===== config.mk =====
export PLATFORM = sky130hd
export DESIGN_NAME = mac_sequencer_flat
export DESIGN_NICKNAME = d
export VERILOG_FILES = /design/src/rtl/mac_sequencer_pkg.sv /design/src/rtl/mac_sequencer_if.sv /design/src/rtl/mac_result_reg.sv /design/src/rtl/mac_sequencer.sv /design/src/flat_wrapper.sv
export SDC_FILE = /design/constraint.sdc
export NUM_CORES = 1
export LEC_CHECK = 0
export CORE_AREA = 2 2 82 84
export CTS_BUF_LIST = sky130_fd_sc_hd__clkbuf_4
export DETAILED_ROUTE_END_ITERATION = 16
export DIE_AREA = 0 0 84 86
export GPL_ROUTABILITY_DRIVEN = 1
export PLACE_DENSITY = 0.77
export SYNTH_ARGS = -nofsm -noshare
export SYNTH_HDL_FRONTEND = slang
export SYNTH_SLANG_ARGS = --single-unit
export TNS_END_PERCENT = 100

===== constraint.sdc =====
create_clock -name clk -period 2.6 [get_ports clk]
set_input_delay 0.65 -clock clk [delete_from_list [all_inputs] [get_ports clk]]
set_output_delay 0.65 -clock clk [all_outputs]
set_load 0.1 [all_outputs]

===== src/rtl/mac_sequencer_pkg.sv =====
// Shared accelerator definitions: default widths and the sequencer state encoding.
package mac_sequencer_pkg;

  localparam int unsigned DATA_WIDTH_DEF   = 8;
  localparam int unsigned OUTPUT_WIDTH_DEF = 16;
  localparam int unsigned LEN_WIDTH_DEF    = 8;

  typedef enum logic [1:0] {
    ST_IDLE  = 2'd0,
    ST_RUN   = 2'd1,
    ST_DRAIN = 2'd2,
    ST_HOLD  = 2'd3
  } seq_state_e;

endpackage


===== src/rtl/mac_sequencer_if.sv =====
// Job control, operand stream, MAC side-band and result stream of the sequencer.
interface mac_sequencer_if
  import mac_sequencer_pkg::*;
#(
  parameter int unsigned DATA_WIDTH   = DATA_WIDTH_DEF,
  parameter int unsigned OUTPUT_WIDTH = OUTPUT_WIDTH_DEF,
  parameter int unsigned LEN_WIDTH    = LEN_WIDTH_DEF
);

  logic                    start;
  logic [LEN_WIDTH-1:0]    vec_len;
  logic                    busy;

  logic                    in_valid;
  logic                    in_ready;
  logic [DATA_WIDTH-1:0]   in_data;
  logic [DATA_WIDTH-1:0]   in_weight;

  logic                    mac_enable;
  logic                    mac_clear;
  logic [DATA_WIDTH-1:0]   mac_data;
  logic [DATA_WIDTH-1:0]   mac_weight;
  logic [OUTPUT_WIDTH-1:0] mac_out;
  logic [OUTPUT_WIDTH-1:0] mac_act;
  logic                    mac_ovf;

  logic                    res_valid;
  logic                    res_ready;
  logic [OUTPUT_WIDTH-1:0] res_data;
  logic [OUTPUT_WIDTH-1:0] res_act;
  logic                    res_ovf;

  // Sequencer view
  modport master (
    input  start, vec_len, in_valid, in_data, in_weight,
           mac_out, mac_act, mac_ovf, res_ready,
    output busy, in_ready, mac_enable, mac_clear, mac_data, mac_weight,
           res_valid, res_data, res_act, res_ovf
  );

  // Environment view (job source, operand source, MAC, result sink)
  modport slave (
    output start, vec_len, in_valid, in_data, in_weight,
           mac_out, mac_act, mac_ovf, res_ready,
    input  busy, in_ready, mac_enable, mac_clear, mac_data, mac_weight,
           res_valid, res_data, res_act, res_ovf
  );

endinterface


===== src/rtl/mac_result_reg.sv =====
// Result register stage: captures the MAC outputs once per job and holds them.
module mac_result_reg
  import mac_sequencer_pkg::*;
#(
  parameter int unsigned OUTPUT_WIDTH = OUTPUT_WIDTH_DEF
) (
  input  logic                    clk,
  input  logic                    rst,
  input  logic                    capture,
  input  logic [OUTPUT_WIDTH-1:0] mac_out,
  input  logic [OUTPUT_WIDTH-1:0] mac_act,
  input  logic                    mac_ovf,
  output logic [OUTPUT_WIDTH-1:0] res_data,
  output logic [OUTPUT_WIDTH-1:0] res_act,
  output logic                    res_ovf
);

  logic [OUTPUT_WIDTH-1:0] data_q, data_d;
  logic [OUTPUT_WIDTH-1:0] act_q, act_d;
  logic                    ovf_q, ovf_d;

  // Load on capture, otherwise hold
  always_comb begin
    data_d = data_q;
    act_d  = act_q;
    ovf_d  = ovf_q;
    if (capture) begin
      data_d = mac_out;
      act_d  = mac_act;
      ovf_d  = mac_ovf;
    end
  end

  // Result flops with synchronous clear
  always_ff @(posedge clk) begin
    if (rst) begin
      data_q <= '0;
      act_q  <= '0;
      ovf_q  <= 1'b0;
    end else begin
      data_q <= data_d;
      act_q  <= act_d;
      ovf_q  <= ovf_d;
    end
  end

  // Outputs read as zero for as long as reset is held, not just after the edge
  assign res_data = rst ? '0 : data_q;
  assign res_act  = rst ? '0 : act_q;
  assign res_ovf  = ovf_q & ~rst;

endmodule


===== src/rtl/mac_sequencer.sv =====
// Dot-product sequencer: feeds one vector of operand beats to an external MAC
// and presents the accumulated result on a valid/ready result stream.
module mac_sequencer
  import mac_sequencer_pkg::*;
#(
  parameter int unsigned DATA_WIDTH   = DATA_WIDTH_DEF,
  parameter int unsigned OUTPUT_WIDTH = OUTPUT_WIDTH_DEF,
  parameter int unsigned LEN_WIDTH    = LEN_WIDTH_DEF
) (
  input logic            clk,
  input logic            rst,
  mac_sequencer_if.master bus
);

  seq_state_e           state_q, state_d;
  logic [LEN_WIDTH-1:0] cnt_q, cnt_d;
  logic [LEN_WIDTH-1:0] len_q, len_d;

  logic in_ready_c;
  logic mac_enable_c;
  logic mac_clear_c;
  logic capture_c;
  logic res_valid_c;
  logic last_beat_c;

  assign last_beat_c = (cnt_q == LEN_WIDTH'(len_q - LEN_WIDTH'(1)));

  // Next-state, counter and per-state control decode
  always_comb begin
    state_d      = state_q;
    cnt_d        = cnt_q;
    len_d        = len_q;
    in_ready_c   = 1'b0;
    mac_enable_c = 1'b0;
    mac_clear_c  = 1'b0;
    capture_c    = 1'b0;
    res_valid_c  = 1'b0;
    unique case (state_q)
      ST_IDLE: begin
        if (bus.start) begin
          if (bus.vec_len != '0) begin
            len_d   = LEN_WIDTH'(bus.vec_len);
            cnt_d   = '0;
            state_d = ST_RUN;
          end else begin
            // Empty vector: zero the accumulator so the captured result is 0
            mac_clear_c = 1'b1;
            state_d     = ST_DRAIN;
          end
        end
      end
      ST_RUN: begin
        in_ready_c = 1'b1;
        if (bus.in_valid) begin
          mac_enable_c = 1'b1;
          mac_clear_c  = (cnt_q == '0);
          cnt_d        = LEN_WIDTH'(cnt_q + LEN_WIDTH'(1));
          if (last_beat_c) begin
            state_d = ST_DRAIN;
          end
        end
      end
      ST_DRAIN: begin
        capture_c = 1'b1;
        state_d   = ST_HOLD;
      end
      ST_HOLD: begin
        res_valid_c = 1'b1;
        if (bus.res_ready) begin
          state_d = ST_IDLE;
        end
      end
      default: state_d = ST_IDLE;
    endcase
  end

  // State, beat counter and latched length
  always_ff @(posedge clk) begin
    if (rst) begin
      state_q <= ST_IDLE;
      cnt_q   <= '0;
      len_q   <= '0;
    end else begin
      state_q <= state_d;
      cnt_q   <= cnt_d;
      len_q   <= len_d;
    end
  end

  // Control outputs are forced low while reset is held
  assign bus.in_ready   = in_ready_c & ~rst;
  assign bus.mac_enable = mac_enable_c & ~rst;
  assign bus.mac_clear  = mac_clear_c & ~rst;
  assign bus.res_valid  = res_valid_c & ~rst;
  assign bus.busy       = (state_q != ST_IDLE) & ~rst;
  assign bus.mac_data   = DATA_WIDTH'(bus.in_data);
  assign bus.mac_weight = DATA_WIDTH'(bus.in_weight);

  mac_result_reg #(
    .OUTPUT_WIDTH (OUTPUT_WIDTH)
  ) u_result_reg (
    .clk      (clk),
    .rst      (rst),
    .capture  (capture_c & ~rst),
    .mac_out  (OUTPUT_WIDTH'(bus.mac_out)),
    .mac_act  (OUTPUT_WIDTH'(bus.mac_act)),
    .mac_ovf  (bus.mac_ovf),
    .res_data (bus.res_data),
    .res_act  (bus.res_act),
    .res_ovf  (bus.res_ovf)
  );

endmodule


===== src/flat_wrapper.sv =====
// flat-port wrapper written by rule: the top's interface ports become plain ports
module mac_sequencer_flat import mac_sequencer_pkg::*;
#(
  parameter int unsigned DATA_WIDTH   = DATA_WIDTH_DEF,
  parameter int unsigned OUTPUT_WIDTH = OUTPUT_WIDTH_DEF,
  parameter int unsigned LEN_WIDTH    = LEN_WIDTH_DEF
)
  (clk, rst, bus_start, bus_vec_len, bus_in_valid, bus_in_data, bus_in_weight, bus_mac_out, bus_mac_act, bus_mac_ovf, bus_res_ready, bus_busy, bus_in_ready, bus_mac_enable, bus_mac_clear, bus_mac_data, bus_mac_weight, bus_res_valid, bus_res_data, bus_res_act, bus_res_ovf);
  mac_sequencer_if #(.DATA_WIDTH(DATA_WIDTH), .OUTPUT_WIDTH(OUTPUT_WIDTH), .LEN_WIDTH(LEN_WIDTH)) bus_i ();
  input logic clk;
  input logic rst;
  input wire logic [$bits(bus_i.start)-1:0] bus_start;
  input wire logic [$bits(bus_i.vec_len)-1:0] bus_vec_len;
  input wire logic [$bits(bus_i.in_valid)-1:0] bus_in_valid;
  input wire logic [$bits(bus_i.in_data)-1:0] bus_in_data;
  input wire logic [$bits(bus_i.in_weight)-1:0] bus_in_weight;
  input wire logic [$bits(bus_i.mac_out)-1:0] bus_mac_out;
  input wire logic [$bits(bus_i.mac_act)-1:0] bus_mac_act;
  input wire logic [$bits(bus_i.mac_ovf)-1:0] bus_mac_ovf;
  input wire logic [$bits(bus_i.res_ready)-1:0] bus_res_ready;
  output wire logic [$bits(bus_i.busy)-1:0] bus_busy;
  output wire logic [$bits(bus_i.in_ready)-1:0] bus_in_ready;
  output wire logic [$bits(bus_i.mac_enable)-1:0] bus_mac_enable;
  output wire logic [$bits(bus_i.mac_clear)-1:0] bus_mac_clear;
  output wire logic [$bits(bus_i.mac_data)-1:0] bus_mac_data;
  output wire logic [$bits(bus_i.mac_weight)-1:0] bus_mac_weight;
  output wire logic [$bits(bus_i.res_valid)-1:0] bus_res_valid;
  output wire logic [$bits(bus_i.res_data)-1:0] bus_res_data;
  output wire logic [$bits(bus_i.res_act)-1:0] bus_res_act;
  output wire logic [$bits(bus_i.res_ovf)-1:0] bus_res_ovf;
  assign bus_i.start = bus_start;
  assign bus_i.vec_len = bus_vec_len;
  assign bus_i.in_valid = bus_in_valid;
  assign bus_i.in_data = bus_in_data;
  assign bus_i.in_weight = bus_in_weight;
  assign bus_i.mac_out = bus_mac_out;
  assign bus_i.mac_act = bus_mac_act;
  assign bus_i.mac_ovf = bus_mac_ovf;
  assign bus_i.res_ready = bus_res_ready;
  assign bus_busy = bus_i.busy;
  assign bus_in_ready = bus_i.in_ready;
  assign bus_mac_enable = bus_i.mac_enable;
  assign bus_mac_clear = bus_i.mac_clear;
  assign bus_mac_data = bus_i.mac_data;
  assign bus_mac_weight = bus_i.mac_weight;
  assign bus_res_valid = bus_i.res_valid;
  assign bus_res_data = bus_i.res_data;
  assign bus_res_act = bus_i.res_act;
  assign bus_res_ovf = bus_i.res_ovf;
  mac_sequencer #(.DATA_WIDTH(DATA_WIDTH), .OUTPUT_WIDTH(OUTPUT_WIDTH), .LEN_WIDTH(LEN_WIDTH)) u_core (.clk(clk), .rst(rst), .bus(bus_i));
endmodule

==> impl_metrics.ini <==
[pwr]
ir_worst_vdd_mv = 0.526
leakage_nw = 1.54
finalPower_mw = 2.50
power-per-cell-area_mw_per_mm2 = 617

[outcome]
status = finished, final reports clean

[critical_path]
critPathCapture = bus_mac_clear
critPathLaunch = bus_vec_len[3]
worst_setup_path_end_kind = primary output
path_max_fanout = 2
crit-reg2reg-launch = u_core.len_q[2]
critical_path.startpoint_type = primary input
ff2ff_path_depth = 6
required_ns = 1.95
r2r_setup_slack_ns = 0.19
reg2reg_to = u_core.state_q[0]
critPathKind = in -> out
arrival_ns = 1.91

[die]
initial_utilization_pct = 43.3
die_y_microns = 86
core_area_sq_mm = 0.00628
rows = 29
die_w_microns = 84
io_pins = 116
die_area_sq_mm = 0.00722

[synthesis]
yosys.cell_types.count = 35
synth_edf_count = 0
synth_nets = 387
synth.ff_latch_count = 51
synth-adder-area-share_pct = 3.22
ys_seq_area_share_pct = 37.6
synthXorXnorAreaFrac_pct = 5.80
ys_top_cells_by_area = dfxtp_1, mux2i_1, nor2b_1
yosys_warnings = 0
yosys.area_share.simple_pct = 26.3
ys.flop_type = dfxtp_1
yosys.area.top_type = dfxtp_1
synth_top_family_by_area = simple AND/OR/NAND/NOR gates
synthMuxAreaShare_pct = 12.5
synth_area_per_cell_sq_um = 8.55
async_reset_ff_share_pct = 0
synth_compound_area_share_pct = 5.25
syn_area_sq_mm = 0.00272
syn_inst = 318
synth_top_area_share_pct = 37.6

[timing]
slew_viol_final = 0
period_share_pct = 98.6
finalHoldViolations = 0
worstMarginPinSlew_ns = 0.766
skew_ns = 0.0114
setup_tns_ns = 0
slew_headroom_pct = 48.6
fmax_mhz = 390
rsz0062_at_grt = no
finalSetupViolations = 0
min_period_ns = 2.56
timing.final.ws_setup_ns = 0.0372

[clocking]
cts_root_buf = clkbuf_4
cts_sinks = 51
cts_htree_levels = 2
cts_buffers = 5
clk_pin_slew_ns = 0.16
clockBufferDepth = 2
cts_tree = yes
clock_latency_ns = 0.37
hold_buffers = 0

[routing]
first_pass_iters = 4
final_antenna_net_count = 0
drc_errors = 0
drt_iter0_drc = 86
wl_per_cell_microns = 13.9
via_per_inst = 5.13
via_count = 2409
drt-total-wl_microns = 6530

[final_layout]
nets = 461
antenna_cells = 0
multi_input_area_sq_mm = 0.00151
finalInstanceArea_sq_mm = 0.00405
utilization_pct = 64.6
drive_gt1_share_pct = 23.9
fill_cells = 500
synthToLayoutAreaGrowth_pct = 49.2
seq_area_sq_mm = 0.00103

[grt]
gr-usage-met1_pct = 21.2
grt_usage_pct = 19.1
grt_max_degree = 34
grt_util_met2_pct = 32.2
grt_use_met3_pct = 8.85
grt_overflow = 0
antenna_found_initial = 0
grt_pass1_wl_microns = 11400
top_usage_layer = met2
first_global_vias = 2536

[placed_design]
dpl.hpwl_microns = 4960
gp_congestion = 0.889
io_buffer_count = 83
pre_cts_ws_ns = -0.336
dpl_cell_area_sq_mm = 0.00395

[hold_path]
hp-class = in -> reg

[run]
drv_cap = 0
==> routing by layer <==
metal / vias up / routed length [microns]
met3: 14 / 765
li1: 1184 / -
met1: 1105 / 2570
met4: 0 / 142
met2: 106 / 3060
met5: - / 0
==> cell usage after synthesis, types with 2 or more instances <==
| master | count |
|---|---|
| a21oi_1 | 8 |
| a32oi_1 | 3 |
| and2_1 | 4 |
| and3_1 | 2 |
| buf_4 | 16 |
| buf_6 | 2 |
| clkbuf_1 | 15 |
| dfxtp_1 | 51 |
| ha_1 | 7 |
| inv_1 | 11 |
| mux2i_1 | 34 |
| nand2_1 | 20 |
| nand3_1 | 4 |
| nand4_1 | 6 |
| nor2_1 | 52 |
| nor2b_1 | 36 |
| nor3_1 | 4 |
| nor4b_1 | 2 |
| o21ai_0 | 5 |
| or4_1 | 5 |
| xnor2_1 | 9 |
| xor2_1 | 9 |
==> critical path: stages <==
cell	delay, ns
dlygate4sd2_1	0.24
or4_4	0.45
nor2_4	0.13
a31oi_1	0.10
nor2_2	0.14
buf_12	0.19
==> worst min path at each step <==
stage                             startpoint                             to  depth (start not counted)
2_1_floorplan                u_core.len_q[7]                u_core.len_q[7]                          2
3_3_place_gp   u_core.u_result_reg.data_q[8]  u_core.u_result_reg.data_q[8]                          2
3_5_place_dp    u_core.u_result_reg.act_q[4]   u_core.u_result_reg.act_q[4]                          2
4_1_cts                       bus_vec_len[7]                u_core.len_q[7]                          3
5_1_grt                       bus_vec_len[7]                u_core.len_q[7]                          3
6_report                      bus_vec_len[5]                u_core.len_q[5]                          3
==> flip-flops by register name, indices dropped and copies added, names as in the netlist <==
| signal | count |
|---|---|
| u_core.u_result_reg.act_q | 16 |
| u_core.u_result_reg.data_q | 16 |
| u_core.cnt_q | 8 |
| u_core.len_q | 8 |
| u_core.state_q | 2 |
| u_core.u_result_reg.ovf_q | 1 |
==> cell type report <==
cell class,count,share of cell area [%]
repair buffers,101,32.5
well taps,77,2.38
flip-flops and latches,51,25.4
multi-input cells,222,37.2
inverters,11,1.02
clock inverters,3,0.586
clock buffers,5,0.926
==> stage by stage <==
| step | hold slack, ns | instances |
|---|---|---|
| 2_1_floorplan | 0.449 | 318 |
| 3_3_place_gp | 0.463 | 459 |
| 3_5_place_dp | 0.475 | 459 |
| 4_1_cts | 0.501 | 469 |
| 5_1_grt | 0.503 | 470 |
| 6_report | 0.489 | 470 |
==> layout by cell type (no fill, tap or decap), types with 3 or more instances in the layout <==
| master | count |
|---|---|
| buf_2 | 4 |
| nand2_1 | 20 |
| nor2b_2 | 9 |
| inv_1 | 9 |
| ha_1 | 6 |
| nand4_1 | 6 |
| dlygate4sd2_1 | 3 |
| or4_1 | 3 |
| xnor2_1 | 9 |
| clkbuf_4 | 5 |
| a21oi_1 | 8 |
| o21ai_0 | 5 |
| a32oi_1 | 3 |
| clkdlybuf4s50_1 | 35 |
| nor2_1 | 49 |
| nand3_1 | 4 |
| and2_1 | 4 |
| buf_4 | 17 |
| nor3_1 | 4 |
| dfxtp_1 | 49 |
| mux2i_1 | 34 |
| xor2_1 | 9 |
| buf_12 | 38 |
| nor2b_1 | 27 |
==> report_power, final <==
part / switching (mW) / internal, mW / leakage [nW]
logic: 0.713 / 0.492 / 1.09
registers: 0.0494 / 0.864 / 0.415
clock network: 0.270 / 0.111 / 0.0331
==> kinds of logic (layout without fill, tap and decap cells) <==
family          after synthesis  after routing
fa+ha+maj                     7              7
flops                        51             51
simple gates                140            140
mux                          34             34
buf+inv                      45            120
xor+xnor                     18             18
compound gates               23             23
==> what timing repair did <==
action,CTS,global route
resized for setup,36,2
setup endpoints to repair,1,1
pin swaps,7,5
buffers inserted,2,1
Power figures use the tool's default switching activity.
==> edit, RTL diff (same settings) <==
Encoding of `seq_state_e`: now one-hot (4 bits for 4 states).
--- a/src/rtl/mac_sequencer_pkg.sv
+++ b/src/rtl/mac_sequencer_pkg.sv
@@ -5,11 +5,11 @@
   localparam int unsigned OUTPUT_WIDTH_DEF = 16;
   localparam int unsigned LEN_WIDTH_DEF    = 8;
 
-  typedef enum logic [1:0] {
-    ST_IDLE  = 2'd0,
-    ST_RUN   = 2'd1,
-    ST_DRAIN = 2'd2,
-    ST_HOLD  = 2'd3
+  typedef enum logic [3:0] {
+    ST_IDLE  = 4'b0001,
+    ST_RUN   = 4'b0010,
+    ST_DRAIN = 4'b0100,
+    ST_HOLD  = 4'b1000
   } seq_state_e;
 
 endpackage
Behaviour: same outputs for any inputs over 10 cycles, from zero or initial values and one cycle with rst high; not proved beyond that.
==> edit against the unedited design <==
- design area up 1.8%
- core utilization up 1.2 points
- critical path depth down 1
- worst setup slack better by 45 ps
- non-clock buffer count down 1
- sequential cell count up 2
- synthesized area down 1.3%
- wire length down 7.7%
- global-route usage down 2.2 points
- total power down 6.1%
- critical path type unchanged
- largest cell class unchanged
==> edit: results (changes against the unedited design) <==
[worst_setup_path]
r2r_cells = 8  ; +2
regToRegSetupSlack_ps = 570  ; +380 ps
timing.rr.start = u_core.len_q[0]
cp_max_fo = 2  ; unchanged
worstPathArrival_ps = 1870  ; -40 ps

[placed_design]
preCtsSetupSlack_ps = -72.63  ; +263.2 ps
dpl_cell_area_um2 = 4008  ; +1.5%
placedCellCount = 415  ; -9.6%
gp_congestion = 0.8540  ; -4.0%

[global_route]
grtUsageMet3_pct = 7.988  ; -0.87 points
grt_usage_pct = 16.90  ; -2.2 points
grt_pass1_vias = 2181  ; -14%
grtUsageMet2_pct = 27.85  ; -4.4 points
gr-usage-met1_pct = 20.49  ; -0.67 points

[routing]
met1_length_mm = 2.589  ; +0.82%
route.vias.total = 2142  ; -11%
drtIter0Drc = 77  ; -10%
wl_met2_mm = 2.833  ; -7.3%
routedWlPerCell_um = 14.18  ; +2.0%

[final_layout]
fin_cells = 425  ; -9.6%
drive_gt1_share_pct = 33.62  ; +9.7 points
fillers = 484  ; -3.2%
syn2layout_area_growth_pct = 53.94
reg_top3 = u_core.u_result_reg.act_q x16, u_core.u_result_reg.data_q x16

[status]
status = completed

[synthesis]
synthesis.nets = 334  ; -14%
synth_async_sr_flop_share_pct = 0  ; unchanged
synth-compound-area-share_pct = 5.926  ; +0.68 points
synth_commonest_cells = 53 x dfxtp_1, 35 x nor2b_1, 31 x mux2_2
synthAdderAreaFrac_pct = 1.400  ; -1.8 points
synthXorXnorAreaFrac_pct = 5.226  ; -0.57 points
synthMuxAreaShare_pct = 16.47  ; +3.9 points
syn_inst = 269  ; -15%
seq_area_frac_synth_pct = 39.57  ; +2.0 points

[sta]
skew_ps = 12.28  ; +0.8556 ps
hold_slack_ps = 550.0  ; +61.06 ps

[power]
ir_drop_uv = 663.2  ; +26%
power.leakage_nw = 1.674  ; +8.9%
p_int_mw = 1.533  ; +4.5%

[hold_path]
holdCritStartpoint = u_core.len_q[7]
hold_depth = 2  ; -1

[clocking]
cts.clk_slew.worst_paths_ps = 140  ; -20 ps

==> edit: worst max path at each step <==
stage                 startpoint             end  slack [ps]  depth (start not counted)
5_1_grt        u_core.state_q[2]   bus_mac_clear           4                          5
3_5_place_dp      bus_vec_len[3]   bus_mac_clear         -70                          5
3_3_place_gp      bus_vec_len[3]   bus_mac_clear         -30                          5
6_report            bus_in_valid   bus_mac_clear          80                          5
2_1_floorplan                rst  bus_res_act[0]        -430                          3
4_1_cts           bus_vec_len[5]   bus_mac_clear           2                          5
==> edit: worst max-delay path, stage by stage <==
cell and delay (ps):
clkdlybuf4s50_1 480, and2_1 170, nand3_1 170, a21oi_4 210, buf_12 190
==> edit: logic make-up (layout without fill, tap and decap cells) <==
family	Yosys count	in the layout
buffers and inverters	35	114
AND/OR/NAND/NOR	103	103
adder cells (fa/ha/maj)	3	3
XOR/XNOR	16	16
flip-flops	53	53
multiplexers	40	40
AO/OA/AOI/OAI	19	19
==> edit: layout make-up <==
class                      count  share of cell area (%)
sequential                    53                   25.74
tap                           77                   2.334
inverter                       7                  0.6366
clock buffer                   5                  0.9094
timing repair buffer         100                   33.19
multi-input combinational    181                   36.25
clock inverter                 2                  0.9397
==> edit: power groups by stage <==
| stage | clock network (mW) | logic [mW] | registers (mW) |
|---|---|---|---|
| 6_report | 0.465 | 0.948 | 0.934 |
| 2_1_floorplan | 0 | 0.787 | 0.939 |
| 4_1_cts | 0.481 | 0.950 | 0.932 |
| 3_3_place_gp | 0 | 0.933 | 0.946 |
| 3_5_place_dp | 0 | 0.944 | 0.947 |
| 5_1_grt | 0.512 | 1.03 | 0.943 |
==> edit: timing repair <==
| item | CTS | global route |
|---|---|---|
| resized for setup | 7 | 4 |
| pin swaps | 4 | 5 |
| buffers inserted | 3 | 0 |
| setup endpoints to repair | 1 | 1 |
